[src/rtl/dsp_mac_sequencer.sv]
// dsp_mac_sequencer: job-level MAC controller for a DSP48A1-style slice; define MACSEQ_STALL_CNT_EN to add the STALL_CNT output
module dsp_mac_sequencer #(
  parameter int LEN_W   = 8,
  parameter int DSP_LAT = 3
) (
  input  logic             CLK,
  input  logic             RST,
  input  logic             START,
  input  logic [LEN_W-1:0] LEN,
  input  logic             CFG_SUB,
  input  logic             CFG_PREADD,
  input  logic             CFG_PRESUB,
  input  logic             S_VALID,
  output logic             S_READY,
  input  logic [17:0]      S_A,
  input  logic [17:0]      S_B,
  input  logic [17:0]      S_D,
  output logic             BUSY,
  output logic             DONE,
  output logic [47:0]      RESULT,
  output logic [17:0]      DSP_A,
  output logic [17:0]      DSP_B,
  output logic [17:0]      DSP_D,
  output logic [7:0]       DSP_OPMODE,
  output logic             DSP_CE,
  output logic             DSP_RST,
`ifdef MACSEQ_STALL_CNT_EN
  output logic [15:0]      STALL_CNT,
`endif
  input  logic [47:0]      DSP_P
);
  localparam int OPM_DLY = DSP_LAT - 1;
  localparam int DW = $clog2(DSP_LAT) + 1;
  typedef enum logic [1:0] {IDLE, RUN, DRAIN} state_t;
  state_t           state_q;
  logic [LEN_W-1:0] len_q, cnt_q;
  logic [DW-1:0]    dcnt_q;
  logic             sub_q, preadd_q, presub_q, done_q;
  logic [47:0]      result_q;
  logic [1:0]       tag_q [OPM_DLY];
  logic [1:0]       tag_d, tag_o;
  logic [3:0]       zx;
  logic             hs, start_ok, last_hs, last_drain;
  assign hs         = state_q == RUN && S_VALID;
  assign start_ok   = state_q == IDLE && START;
  assign last_hs    = hs && cnt_q == len_q - 1'b1;
  assign last_drain = state_q == DRAIN && dcnt_q == DW'(DSP_LAT - 1);
  // tag {vld, first}: 11 first sample, 10 later sample, 01 clear (empty job), 00 bubble
  assign tag_d = hs ? {1'b1, cnt_q == '0} : {1'b0, start_ok && LEN == '0};
  assign tag_o = tag_q[OPM_DLY-1];
  assign zx    = tag_o == 2'b11 ? 4'b0001 : tag_o == 2'b10 ? 4'b1001 : tag_o == 2'b01 ? 4'b0000 : 4'b1000;
  assign DSP_OPMODE = BUSY ? {sub_q, presub_q, 1'b0, preadd_q, zx} : {4'b0000, zx};
  assign DSP_A   = hs ? S_A : '0;
  assign DSP_B   = hs ? S_B : '0;
  assign DSP_D   = hs ? S_D : '0;
  assign S_READY = state_q == RUN;
  assign BUSY    = state_q != IDLE;
  assign DONE    = done_q;
  assign RESULT  = result_q;
  assign DSP_CE  = 1'b1;
  assign DSP_RST = RST;
  // job FSM: latch job, count handshakes, wait out the slice pipeline, capture P
  always_ff @(posedge CLK) begin
    if (RST) begin
      state_q <= IDLE;
      len_q <= '0;
      cnt_q <= '0;
      dcnt_q <= '0;
      done_q <= 1'b0;
      {sub_q, preadd_q, presub_q} <= '0;
      if (state_q == IDLE) result_q <= '0;
    end else begin
      done_q <= last_drain;
      if (last_drain) result_q <= DSP_P;
      case (state_q)
        IDLE: if (START) begin
          len_q <= LEN;
          cnt_q <= '0;
          dcnt_q <= '0;
          {sub_q, preadd_q, presub_q} <= {CFG_SUB, CFG_PREADD, CFG_PRESUB};
          state_q <= LEN == '0 ? DRAIN : RUN;
        end
        RUN: begin
          if (hs) cnt_q <= cnt_q + 1'b1;
          if (last_hs) state_q <= DRAIN;
        end
        DRAIN: begin
          dcnt_q <= dcnt_q + 1'b1;
          if (last_drain) state_q <= IDLE;
        end
        default: state_q <= IDLE;
      endcase
    end
  end
  // tag pipe aligns X/Z selection with M reaching the post-adder
  always_ff @(posedge CLK) begin
    tag_q[0] <= RST ? 2'b00 : tag_d;
    for (int i = 1; i < OPM_DLY; i++) tag_q[i] <= RST ? 2'b00 : tag_q[i-1];
  end
`ifdef MACSEQ_STALL_CNT_EN
  logic [15:0] stall_q;
  assign STALL_CNT = stall_q;
  // saturating count of RUN cycles without an offered operand set
  always_ff @(posedge CLK) begin
    if (RST || start_ok) stall_q <= '0;
    else if (state_q == RUN && !S_VALID && stall_q != 16'hFFFF) stall_q <= stall_q + 1'b1;
  end
`endif
endmodule

[config.mk]
export PLATFORM = sky130hd
export DESIGN_NAME = dsp_mac_sequencer
export DESIGN_NICKNAME = d
export VERILOG_FILES = /design/src/rtl/dsp_mac_sequencer.sv
export SDC_FILE = /design/constraint.sdc
export NUM_CORES = 1
export LEC_CHECK = 0
export ABC_AREA = 1
export BUFFER_PORTS_ARGS = -buffer_cell sky130_fd_sc_hd__buf_2
export CAP_MARGIN = 0
export CORE_MARGIN = 3
export CORE_UTILIZATION = 25
export DETAILED_ROUTE_END_ITERATION = 8
export GPL_ROUTABILITY_DRIVEN = 0
export PLACE_DENSITY = 0.63
export RECOVER_POWER = 100
export SETUP_SLACK_MARGIN = 0.02
export SYNTH_ARGS = -nofsm -noshare
export SYNTH_HDL_FRONTEND = slang
export SYNTH_SLANG_ARGS = --single-unit
export TNS_END_PERCENT = 5
[constraint.sdc]
create_clock -name CLK -period 3.7 [get_ports CLK]
set_input_delay 0.37 -clock CLK [delete_from_list [all_inputs] [get_ports CLK]]
set_output_delay 0.37 -clock CLK [all_outputs]
set_load 0.005 [all_outputs]
==> results of run 1 <==
[worst max-delay path, cell delays in order, from the launching register on]
cell and delay, ns:
dfxtp_1 0.34, nor2_1 0.32, inv_1 0.19, o22ai_4 0.17
clkbuf_2 0.91
[per-stage QoR]
| step | util | cell area [um2] | std cells | hold slack [ns] | setup WS (ns) |
|---|---|---|---|---|---|
| 6_report | 0.3536 | 5395 | 942 | 0.2418 | 1.350 |
| 5_1_grt | 0.3536 | 5395 | 942 | 0.2348 | 1.130 |
| 4_1_cts | 0.3647 | 5564 | 942 | 0.2221 | 1.403 |
| 3_5_place_dp | 0.3437 | 5244 | 926 | 0.3923 | 1.709 |
| 3_3_place_gp | 0.3437 | 5244 | 926 | 0.3947 | 1.742 |
| 2_1_floorplan | - | 3915 | 505 | 0.3883 | 0.1045 |
[sequential cells by signal (all words and copies together) (netlist names)]
name,count
sub_q,1
presub_q,1
cnt_q,8
dcnt_q,3
tag_q,4
len_q,8
RESULT,48
DONE,1
state_q,2
preadd_q,1
[cells by family after synthesis]
group,synth area share
AOI/OAI and AO/OA,0.05252
DFF,0.5175
and+or+nand+nor,0.2347
xor gates and xnor gates,0.008967
buffers and inverters,0.1684
other,0.001922
adders and majority gates,0.01601
[final cells by class]
type | instances | area, um2
repair buffers | 229 | 1036
clock inverters | 1 | 8.758
inverters | 148 | 556.8
fillers | 1681 | 9863
flip-flops and latches | 77 | 2022
multi-input cells | 261 | 1196
clock buffers | 15 | 311.5
well taps | 211 | 264.0
[metal layers]
layer,global-route usage,share of wire
met2,0.1888,0.48
met1,0.1331,0.41
met5,0,0
met3,0.02927,0.093
met4,0.03993,0.0092
[layout by cell type (no fill, tap or decap), types with 2 or more instances in the layout]
cell | synthesis | final
nor2_2 | 4 | 2
xor2_1 | 3 | 3
ha_1 | 5 | 5
o21ai_0 | 12 | 13
conb_1 | 2 | 4
nand3_1 | 12 | 12
clkbuf_16 | 0 | 11
inv_1 | 139 | 142
o22ai_1 | 6 | 5
nand2_2 | 2 | 2
clkbuf_1 | 1 | 91
inv_2 | 8 | 5
clkbuf_8 | 0 | 2
clkbuf_2 | 0 | 14
nand4_1 | 3 | 3
edfxtp_1 | 48 | 48
a21oi_1 | 10 | 11
buf_2 | 8 | 125
a211oi_1 | 1 | 2
nand2_1 | 53 | 54
dfxtp_1 | 29 | 29
nor2_1 | 128 | 133
nor2_4 | 4 | 2
[worst max path at each step]
| stage | from | endpoint | slack, ns |
|---|---|---|---|
| 2_1_floorplan | RST | RESULT[0] | 0.10 |
| 6_report | state_q[0] | RESULT[19] | 1.35 |
| 5_1_grt | state_q[0] | tag_q[0][0] | 1.13 |
| 3_5_place_dp | S_VALID | DSP_D[8] | 1.71 |
| 4_1_cts | state_q[1] | DSP_D[8] | 1.40 |
| 3_3_place_gp | S_VALID | DSP_D[9] | 1.74 |
[where the power goes]
| part | switching [mW] | leakage, nW | internal [mW] |
|---|---|---|---|
| registers | 0.0463 | 0.709 | 1.06 |
| clock network | 0.326 | 0.159 | 0.577 |
| logic | 0.362 | 1.93 | 0.208 |
| total | 0.734 | 2.79 | 1.84 |
==> metrics.txt, run 1 <==
first-pass GRT wire length 14850 um; FF-to-FF setup slack 1.35 ns; via-per-instance ratio 3.942; post-CTS setup repair buffer count 0; Worst-Margin Slew 1.185 ns; Layout Nets 848; number of max-cap violations 0; gr usage total 0.1103; Detailed Place HPWL 8068 um; Post-synth top cells inv_1, nor2_1, nand2_1; First DRT Iteration DRCs 174; Static Leak 2.793 nW; Die Span Y 131.0 um; initial core utilization 0.2561; EDFF count, synth 48; IO buf count 227; top_reg_cell synth edfxtp_1; startpoint of the worst hold path CFG_SUB; area leader, netlist edfxtp_1; r2r worst-path depth 4; power density over the cells 477.4 nW/um2; DRC Markers 0; crit path DAT 2.28 ns; RSZ-0062 raised after global routing false; DR vias 3713; Setup Crit Path Kind reg2reg; CTS sink cnt 77; Critical Path RT 3.63 ns; sequential fraction of the synthesis area 0.5175; Final setup viols 0; Hold Fails Final Rpt 0; layout overhead on the synthesized area 38.07%; cells after synthesis 503; most common cell in the netlist inv_1; worst r2r src state_q[0]; Final Cycle Share 0.6351; Syn Area/Cell 7.768 um2; startpoint types register; ranking of synthesized cells by area edfxtp_1, dfxtp_1, inv_1, nor2_1, nand2_1; Synth async-reset ratio 0; clk_lat worst skew 0.32 ns; num rows 45; # IOs 232; minimum clock period 2.350 ns; DR pass1 iterations 6; Max clock buf depth 2; TritonCTS Buffers 9; critical path endpoint category register; Min-Delay Path Class in2reg; Yosys top cell area share 0.3689; Design Power 2.576 mW; fraction of final layout cells with drive strength greater than 1 0.2312; antenna violations before repair 0; H-tree depth 3; vias in the first global route 3272; CP Max Fanout 48; n_diodes 0; outcome completed; Setup TNS 0 ns; Hold Path Sink sub_q; total grt overflow 0; Post-Route WL 10290 um; largest net degree at the start of global routing 59; hold buffer count at cts 0; worst vdd rail ir drop 0.2062 mV; CTS clock-pin slew for the worst setup and hold paths 0.06 ns; CTS root buf clkbuf_16; DIE AREA 17170 um2; Slew Viols, Final 0; Die Wd 131.0 um; worst hold stages 3; Final ANT Viol Nets 0; Synth cell types 36; Rel. slew slack 0.2100; reg-to-reg endpoint RESULT[19]; Synth warnings 0; post-CTS sizing 0; CTS tree done; wire per inst 10.93 um; Final Skew 0.006827 ns; Max Clock Freq 425.5 MHz; FF+latch count, synth 77; Core Area 15260 um2; Syn Std Cell Area 3907 um2
(Power assumes the default switching activity.)
==> run 2: changes to the inputs <==
ABC_AREA = 0   (was 1)
PLACE_DENSITY = 0.62   (was 0.63)
clock period = 2.4 ns   (was 3.7 ns; I/O delays follow)
==> run 2 against run 1 <==
  * Clock power grew 45%
  * Die area is 5.3% lower
  * Critical path type is now reg2out
  * Sequential power rose by 38%
  * Global-route usage up 1.7 points
  * Area after synthesis shrank 5.5%
  * Largest cell class unchanged
  * Sequential share of layout area is 2.0 points higher
  * Combinational power decreased by 28%
  * Clock skew increased by 0.0016 ns
  * Non-clock buffer count grew 4
  * Sequential cell count stayed put
  * Total power increased by 26%
==> metrics.txt, run 2 <==
outcome completed (unchanged); # IOs 232 (unchanged); Synth cell types 46 (was 36); TritonCTS Buffers 9 (unchanged); initial core utilization 0.2609 (was 0.2561); cell area after placement 4920 um2 (was 5244 um2); commonest non-fill, non-tap cells in the layout buf_2, clkbuf_1, nor2b_1, and3_1, edfxtp_1 (was inv_1, nor2_1, buf_2); First DRT Iteration DRCs 114 (was 174); Layout Nets 672 (was 848); CP Max Fanout 55 (was 48); Synth async-reset ratio 0 (unchanged); DRC Markers 0 (unchanged); Final setup viols 0 (unchanged); Final Cycle Share 0.8883; n_diodes 0 (unchanged); Die Span Y 127.5 um (was 131.0 um); cells after synthesis 336 (was 503); critical path endpoint category output pin (was register); power density over the cells 632.5 nW/um2 (was 477.4 nW/um2); post-CTS sizing 0 (unchanged); top_reg_cell synth edfxtp_1 (unchanged); CTS clock-pin slew for the worst setup and hold paths 0.06 ns (about the same); Yosys top cell area share 0.3904 (was 0.3689); via-per-instance ratio 4.540 (was 3.942); Detailed Place HPWL 8574 um (was 8068 um); largest net degree at the start of global routing 56 (was 59); RSZ-0062 raised after global routing false (unchanged); Slew Viols, Final 0 (unchanged); fraction of final layout cells with drive strength greater than 1 0.3369 (was 0.2312); Syn Std Cell Area 3692 um2 (was 3907 um2); CTS tree done (unchanged); Worst-Margin Slew 0.9784 ns (was 1.185 ns); Syn Area/Cell 10.99 um2 (was 7.768 um2); Post-synth top cells and3_1, nor2b_1, edfxtp_1 (was inv_1, nor2_1, nand2_1); Hold Fails Final Rpt 0 (unchanged); layout overhead on the synthesized area 38.80% (was 38.07%); Critical Path RT 2.16 ns (was 3.63 ns); IO buf count 227 (unchanged); Rel. slew slack 0.3477 (was 0.2100); Core Area 14150 um2 (was 15260 um2); Final ANT Viol Nets 0 (unchanged); DR pass1 iterations 5 (was 6); DIE AREA 16260 um2 (was 17170 um2); area leader, netlist edfxtp_1 (unchanged); delay-heaviest family, CP simple AND/OR/NAND/NOR gates (was buffers and inverters); max reg flops 48 (unchanged); total grt overflow 0 (unchanged); Filler cells 1434 (was 1681); max incr delay on CP 0.48 ns (was 0.91 ns); sequential fraction of the synthesis area 0.5476 (was 0.5175); startpoint types register (unchanged); CP Cell Sequence nor2b_1 > buf_4 > and3_1 > clkbuf_1 (was nor2_1 > inv_1 > o22ai_4 > clkbuf_2); antenna violations before repair 1 (was 0); clk_lat worst skew 0.33 ns (was 0.32 ns); minimum clock period 2.132 ns; FF+latch count, synth 77 (unchanged); Die Wd 127.5 um (was 131.0 um); vias in the first global route 3303 (was 3272); worst vdd rail ir drop 0.2827 mV (was 0.2062 mV); Buffers & Inverters on Critical Path 2 (unchanged); CTS root buf clkbuf_16 (unchanged); Static Leak 2.364 nW (was 2.793 nW); ranking of synthesized cells by area edfxtp_1, dfxtp_1, and3_1, nor2b_1, xor2_1 (was edfxtp_1, dfxtp_1, inv_1, nor2_1, nand2_1); Final Skew 0.008475 ns (was 0.006827 ns); master of the slowest instance on the critical path dfxtp_1 (was clkbuf_2); Layout Cells excl Fill 735 (was 942); H-tree depth 3 (unchanged); Post-Route WL 10820 um (was 10290 um); design area 5125 um2 (was 5395 um2); first-pass GRT wire length 16340 um (was 14850 um); num rows 43 (was 45); crit path DAT 1.89 ns (was 2.28 ns); most common cell after layout, fill and taps aside buf_2 (was inv_1); Max clock buf depth 2 (unchanged); CTS sink cnt 77 (unchanged); hold buffer count at cts 0 (unchanged); DR vias 3337 (was 3713); Placed Cells 719 (was 926); Util after Layout 0.3622 (was 0.3536); post-CTS setup repair buffer count 0 (unchanged); Max Clock Freq 469.1 MHz; gr usage total 0.1271 (was 0.1103); Synth warnings 0 (unchanged); Setup TNS 0 ns (unchanged); EDFF count, synth 48 (unchanged); number of max-cap violations 0 (unchanged); Setup Crit Path Kind reg2out (was reg2reg); wire per inst 14.73 um (was 10.93 um); Min-Delay Path Class in2reg (unchanged); Min Hold Slack 0.1280 ns (was 0.2418 ns)
==> run 2: logic make-up after synthesis <==
group                    after synthesis  share of synthesized area
multiplexers                           3                   0.008472
adder cells (fa/ha/maj)                5                    0.01694
AO/OA/AOI/OAI                         31                    0.06811
flip-flops                            77                     0.5476
AND/OR/NAND/NOR                      164                     0.2606
other                                  2                   0.002034
buffers and inverters                 40                    0.06303
XOR/XNOR                              14                    0.03321
==> run 2: through the flow <==
stage	setup WS, ns	total power [mW]
2_1_floorplan	0.1371	1.754
3_3_place_gp	0.5407	1.966
5_1_grt	0.1252	3.395
4_1_cts	0.3317	3.300
3_5_place_dp	0.4960	1.974
6_report	0.2681	3.242
==> run 2: worst paths after layout <==
| check | startpoint | end | slack [ns] | depth (start not counted) |
|---|---|---|---|---|
| setup reg to reg | cnt_q[3] | state_q[0] | 0.41 | 5 |
| hold / removal | CFG_PREADD | preadd_q | 0.13 | 2 |
| hold reg to reg | tag_q[0][1] | tag_q[0][3] | 0.44 | 1 |
| setup / recovery | state_q[0] | DSP_D[14] | 0.27 | 4 |
==> run 2: power by group <==
part | switching [mW] | internal [mW] | total (mW)
Combinational | 0.213 | 0.200 | 0.413
Sequential | 0.0331 | 1.48 | 1.52
Clock | 0.520 | 0.793 | 1.31
==> run 2: layer usage <==
metal,global-route usage,wire [um],part of all wire
met2,0.2152,5013,0.46
met4,0.04101,118,0.011
met3,0.04640,1264,0.12
met1,0.1497,4412,0.41
met5,0,13,0.0012
==> run 2: layout make-up <==
class,count,area [um2],area share
Clock buffer,12,267.8,0.05225
Tap cell,180,225.2,0.04395
Clock inverter,4,28.78,0.005615
Sequential cell,77,2022,0.3945
Inverter,8,30.03,0.005859
Multi-Input combinational cell,221,1445,0.2820
Timing Repair Buffer,233,1106,0.2158
